### src/rtl/pulse_hold_pkg.sv
// Shared state encoding and elaboration helpers for the pulse-hold LED/buzzer driver.
package pulse_hold_pkg;

  localparam logic ST_IDLE = 1'b0;
  localparam logic ST_HOLD = 1'b1;

  typedef enum logic {
    S_IDLE = ST_IDLE,
    S_HOLD = ST_HOLD
  } ph_state_e;

  // Bits needed to index v distinct values (ceil(log2(v)), 0 for v <= 1).
  function automatic int clog2(input int unsigned v);
    int r;
    r = 0;
    while ((64'd1 << r) < 64'(v)) r++;
    return r;
  endfunction

endpackage

### src/rtl/pulse_hold_ch.sv
// One pulse-hold channel: IDLE/HOLD FSM, tick-driven hold counter, optional blink
// register (built only when PULSE_HOLD_BLINK_EN is defined).
module pulse_hold_ch
  import pulse_hold_pkg::*;
#(
  parameter int HOLD_TICKS = 200,
  parameter int CNT_W      = 8
) (
  input  logic CLK,
  input  logic RST,
  input  logic tick,
  input  logic trig,
  output logic out,
  output logic busy
);

  localparam logic [CNT_W-1:0] HOLD_LD = CNT_W'(HOLD_TICKS);

  ph_state_e        state_q, state_d;
  logic [CNT_W-1:0] cnt_q, cnt_d;

  always_ff @(posedge CLK) begin
    if (RST) begin
      state_q <= S_IDLE;
      cnt_q   <= '0;
    end else begin
      state_q <= state_d;
      cnt_q   <= cnt_d;
    end
  end

  // A trigger always reloads, so it wins over a same-cycle tick, even the final one.
  always_comb begin
    state_d = state_q;
    cnt_d   = cnt_q;
    case (state_q)
      S_IDLE: begin
        if (trig) begin
          state_d = S_HOLD;
          cnt_d   = HOLD_LD;
        end
      end
      S_HOLD: begin
        if (trig) begin
          cnt_d = HOLD_LD;
        end else if (tick && cnt_q != '0) begin
          cnt_d = cnt_q - 1'b1;
          if (cnt_q == CNT_W'(1)) state_d = S_IDLE;
        end
      end
      default: begin
        state_d = S_IDLE;
        cnt_d   = '0;
      end
    endcase
  end

  assign busy = (state_q == S_HOLD);

`ifdef PULSE_HOLD_BLINK_EN
  logic blink_q, blink_d;

  always_ff @(posedge CLK) begin
    if (RST) blink_q <= 1'b0;
    else     blink_q <= blink_d;
  end

  // Phase runs freely through retriggers and is cleared only when the hold ends.
  always_comb begin
    blink_d = blink_q;
    if (state_q == S_HOLD && tick) blink_d = ~blink_q;
    if (state_d == S_IDLE)         blink_d = 1'b0;
  end

  assign out = busy ? blink_q : 1'b1;
`else
  assign out = ~busy;
`endif

endmodule

### src/rtl/pulse_hold_drv.sv
// Pulse-hold driver top: shared tick prescaler feeding WIDTH independent channels.
// Optional blink mode selected by defining PULSE_HOLD_BLINK_EN.
module pulse_hold_drv
  import pulse_hold_pkg::*;
#(
  parameter int WIDTH      = 1,
  parameter int PRESCALE   = 50000,
  parameter int HOLD_TICKS = 200,
  parameter int CNT_W      = 8
) (
  input  logic             CLK,
  input  logic             RST,
  input  logic [WIDTH-1:0] in,
  output logic [WIDTH-1:0] out,
  output logic [WIDTH-1:0] busy
);

  localparam int PRE_W = (PRESCALE > 1) ? clog2(PRESCALE) : 1;

  if (PRESCALE < 1)                      $error("PRESCALE must be >= 1");
  if (HOLD_TICKS < 1)                    $error("HOLD_TICKS must be >= 1");
  if (clog2(HOLD_TICKS + 1) > CNT_W)     $error("CNT_W too small for HOLD_TICKS");

  logic [PRE_W-1:0] pre_q, pre_d;
  logic             tick;

  assign tick  = (pre_q == PRE_W'(PRESCALE - 1));
  assign pre_d = tick ? '0 : pre_q + 1'b1;

  always_ff @(posedge CLK) begin
    if (RST) pre_q <= '0;
    else     pre_q <= pre_d;
  end

  for (genvar g = 0; g < WIDTH; g++) begin : g_ch
    pulse_hold_ch #(
      .HOLD_TICKS (HOLD_TICKS),
      .CNT_W      (CNT_W)
    ) u_ch (
      .CLK  (CLK),
      .RST  (RST),
      .tick (tick),
      .trig (in[g]),
      .out  (out[g]),
      .busy (busy[g])
    );
  end

endmodule

### config.mk
export PLATFORM = sky130hd
export DESIGN_NAME = pulse_hold_drv
export DESIGN_NICKNAME = d
export VERILOG_FILES = /design/src/rtl/pulse_hold_pkg.sv /design/src/rtl/pulse_hold_ch.sv /design/src/rtl/pulse_hold_drv.sv
export SDC_FILE = /design/constraint.sdc
export NUM_CORES = 1
export LEC_CHECK = 0
export CAP_MARGIN = 0
export CORE_MARGIN = 2
export CORE_UTILIZATION = 60
export DETAILED_ROUTE_END_ITERATION = 16
export PLACE_DENSITY = 0.88
export SLEW_MARGIN = 20
export SYNTH_ARGS = -nofsm -noshare
export SYNTH_HDL_FRONTEND = slang
export SYNTH_SLANG_ARGS = --single-unit
### constraint.sdc
create_clock -name CLK -period 3.9 [get_ports CLK]
set_input_delay 0.78 -clock CLK [delete_from_list [all_inputs] [get_ports CLK]]
set_output_delay 0.78 -clock CLK [all_outputs]
set_load 0.01 [all_outputs]
==> impl_metrics.json <==
{
  "syn_area_per_cell_um2": 8.68,
  "timing.final.crit_share_pct": 52.3,
  "grt_first_pass_wirelength_um": 4450,
  "seq_area_frac_synth_pct": 40.3,
  "stdcell_area_um2": 1340,
  "grt_max_degree": 15,
  "place.port_buffers": 4,
  "rsz0062_at_grt": "no",
  "status": "finished, final reports clean",
  "antenna_left": 0,
  "postCtsSetupBuffers": 0,
  "fillCellCount": 177,
  "drt_iter0_markers": 24,
  "wire_per_inst_um": 13.8,
  "synth.distinct_cells": 32,
  "required_ps": 3120,
  "post_cts_resize_count": 0,
  "syn_nets": 150,
  "fmax_ghz": 0.490,
  "synth_edf_count": 0,
  "rows": 16,
  "maxSlewHeadroom_pct": 65.3,
  "placed_cell_area_um2": 1310,
  "fin_crit_ps": 2040,
  "synthesis.area_um2": 1240,
  "dp_hpwl_um": 1920,
  "clkSinkCount": 25,
  "fp.dieW_um": 49.5,
  "leakage_nw": 0.453,
  "vias_per_cell": 6.01,
  "clock_skew_ps": 3.91,
  "grt_pass1_vias": 997,
  "irDropWorstVdd_mv": 0.239,
  "diodes": 0,
  "h-tree-depth": 1,
  "drv_slew": 0,
  "ys_seq_elements": 25,
  "first_pass_iters": 4,
  "core_region_area_um2": 1960,
  "synth_flop_cell": "dfxtp_1",
  "fin_setup_tns_ps": 0,
  "pin_count": 5,
  "syn2layout_area_growth_pct": 7.86,
  "wl_um": 2440,
  "tightest_slew_ps": 520,
  "power_density_nw_per_um2": 304,
  "met1_length_um": 1070,
  "drc_errors": 0,
  "ys_async_sr_fraction_pct": 0,
  "wl_met2_um": 1290,
  "startpoint_type": "flip-flop",
  "hold_class": "flip-flop to flip-flop",
  "layout-drive-gt1-share_pct": 4.67,
  "clk_latency_ps": 310,
  "grt_antenna_before_repair": 0,
  "path_class": "flip-flop to output port",
  "cts_inserted_buffers": 3,
  "top_layer": "met4",
  "chipHeight_um": 49.5,
  "hold_viol": 0,
  "clk_path_buf_depth": 2,
  "postCtsHoldBufs": 0,
  "grt_usage_pct": 23.2,
  "synthCells": 143,
  "vias": 1063,
  "drv_cap": 0,
  "synth_warnings": 0,
  "cp-end-kind": "output port",
  "root_buffer": "clkbuf_4",
  "cp_max_fo": 4,
  "dieArea_um2": 2450,
  "grt_overflow_total": 0,
  "clkSlewWorstSetupHoldPaths_ps": 120,
  "setup_viol": 0,
  "place.gp.congestion": 0.804,
  "arrival_ps": 1260,
  "nets": 158,
  "cts_tree": "built",
  "initial_core_util_pct": 63.3,
  "dr_wl_met3_um": 50
}
area by class of cell:
| type | count | area (um2) | share of cell area [%] |
|---|---|---|---|
| Clock buffer | 3 | 22.5 | 1.68 |
| Tap cell | 27 | 33.8 | 2.52 |
| Clock inverter | 1 | 5.00 | 0.374 |
| Timing Repair Buffer | 4 | 40.0 | 2.99 |
| Inverter | 9 | 33.8 | 2.52 |
| Sequential cell | 25 | 500 | 37.4 |
| Multi-Input combinational cell | 108 | 703 | 52.5 |
report_power, final:
group	total (mW)	switching (mW)	internal [mW]
Clock	0.108	0.0699	0.0383
Combinational	0.0319	0.0173	0.0146
Sequential	0.267	0.00628	0.261
cell families after synthesis:
family / Yosys count / share of synthesized area [%]
buf+inv: 10 / 3.02
xor+xnor: 13 / 9.17
compound gates: 24 / 12.5
flops: 25 / 40.3
fa+ha+maj: 4 / 4.03
simple gates: 67 / 30.9
worst paths after layout:
check | startpoint | end | slack (ps) | depth (start not counted)
min reg2reg | pre_q[0] | pre_q[0] | 490 | 1
max reg2reg | g_ch[0].u_ch.cnt_q[0] | g_ch[0].u_ch.cnt_q[1] | 1960 | 5
max | g_ch[0].u_ch.busy | out | 1860 | 2
min | pre_q[0] | pre_q[0] | 490 | 1
cell usage after synthesis, types with 2 or more instances:
| cell type | number | area, um2 |
|---|---|---|
| a2111o_1 | 2 | 22.5 |
| a211oi_1 | 3 | 22.5 |
| a21oi_1 | 9 | 45.0 |
| a311oi_1 | 2 | 17.5 |
| and3_1 | 2 | 12.5 |
| and4_1 | 3 | 26.3 |
| dfxtp_1 | 25 | 500 |
| ha_1 | 4 | 50.1 |
| inv_1 | 9 | 33.8 |
| nand2_1 | 8 | 30.0 |
| nand3_1 | 8 | 40.0 |
| nand4_1 | 5 | 31.3 |
| nor2_1 | 18 | 67.6 |
| nor3_1 | 4 | 20.0 |
| nor4_1 | 5 | 31.3 |
| nor4b_2 | 2 | 30.0 |
| o21ai_0 | 6 | 30.0 |
| or3_1 | 2 | 12.5 |
| or4_1 | 2 | 15.0 |
| xnor2_1 | 11 | 96.3 |
| xor2_1 | 2 | 17.5 |
critical path: stages (launching register included):
cell and delay (ps):
dfxtp_1 360, inv_1 60, clkdlybuf4s50_1 540
registers in the layout, indices dropped and copies added (netlist names):
| signal | count |
|---|---|
| g_ch.u_ch.busy | 1 |
| g_ch.u_ch.cnt_q | 8 |
| pre_q | 16 |
layout by cell type, fill, tap and decap left out:
master and n:
inv_1 9, nor2b_1 1, or3b_1 1, nor4b_1 1
a21o_1 1, or2_1 1, and3_1 2, nor2_1 18
nor4b_2 2, and4_1 3, xor2_1 2, nor3_1 4
a311oi_1 2, nand2_1 8, or4_1 2, ha_1 4
a2111o_1 2, dfxtp_1 25, a21oi_1 9, or3_1 2
and4b_1 1, nor3b_1 1, o21ai_0 6, nand4_1 5
nand4b_1 1, nor4_1 5, o311a_1 1, xnor2_1 11
a211oi_1 3, clkdlybuf4s50_1 4, clkinv_2 1, nand3_1 8
or4_4 1, clkbuf_4 3
layer usage:
| metal | track usage [%] | vias to the layer above |
|---|---|---|
| li1 | - | 543 |
| met1 | 28.4 | 498 |
| met2 | 41.7 | 18 |
| met3 | 2.73 | 4 |
| met4 | 8.33 | 0 |
| met5 | 0 | - |
stage by stage:
step	utilization [%]	hold WS, ps	cells	setup slack [ps]	total power [mW]
after floorplan	-	430	143	2120	0.292
after global routing	68.2	547	177	1810	0.429
after CTS	68.2	494	177	1850	0.414
after detailed placement	66.8	463	173	1880	0.304
final	68.2	491	177	1860	0.407
after global placement	66.8	460	173	1930	0.303
No activity file was read; power rests on OpenSTA's default activity.
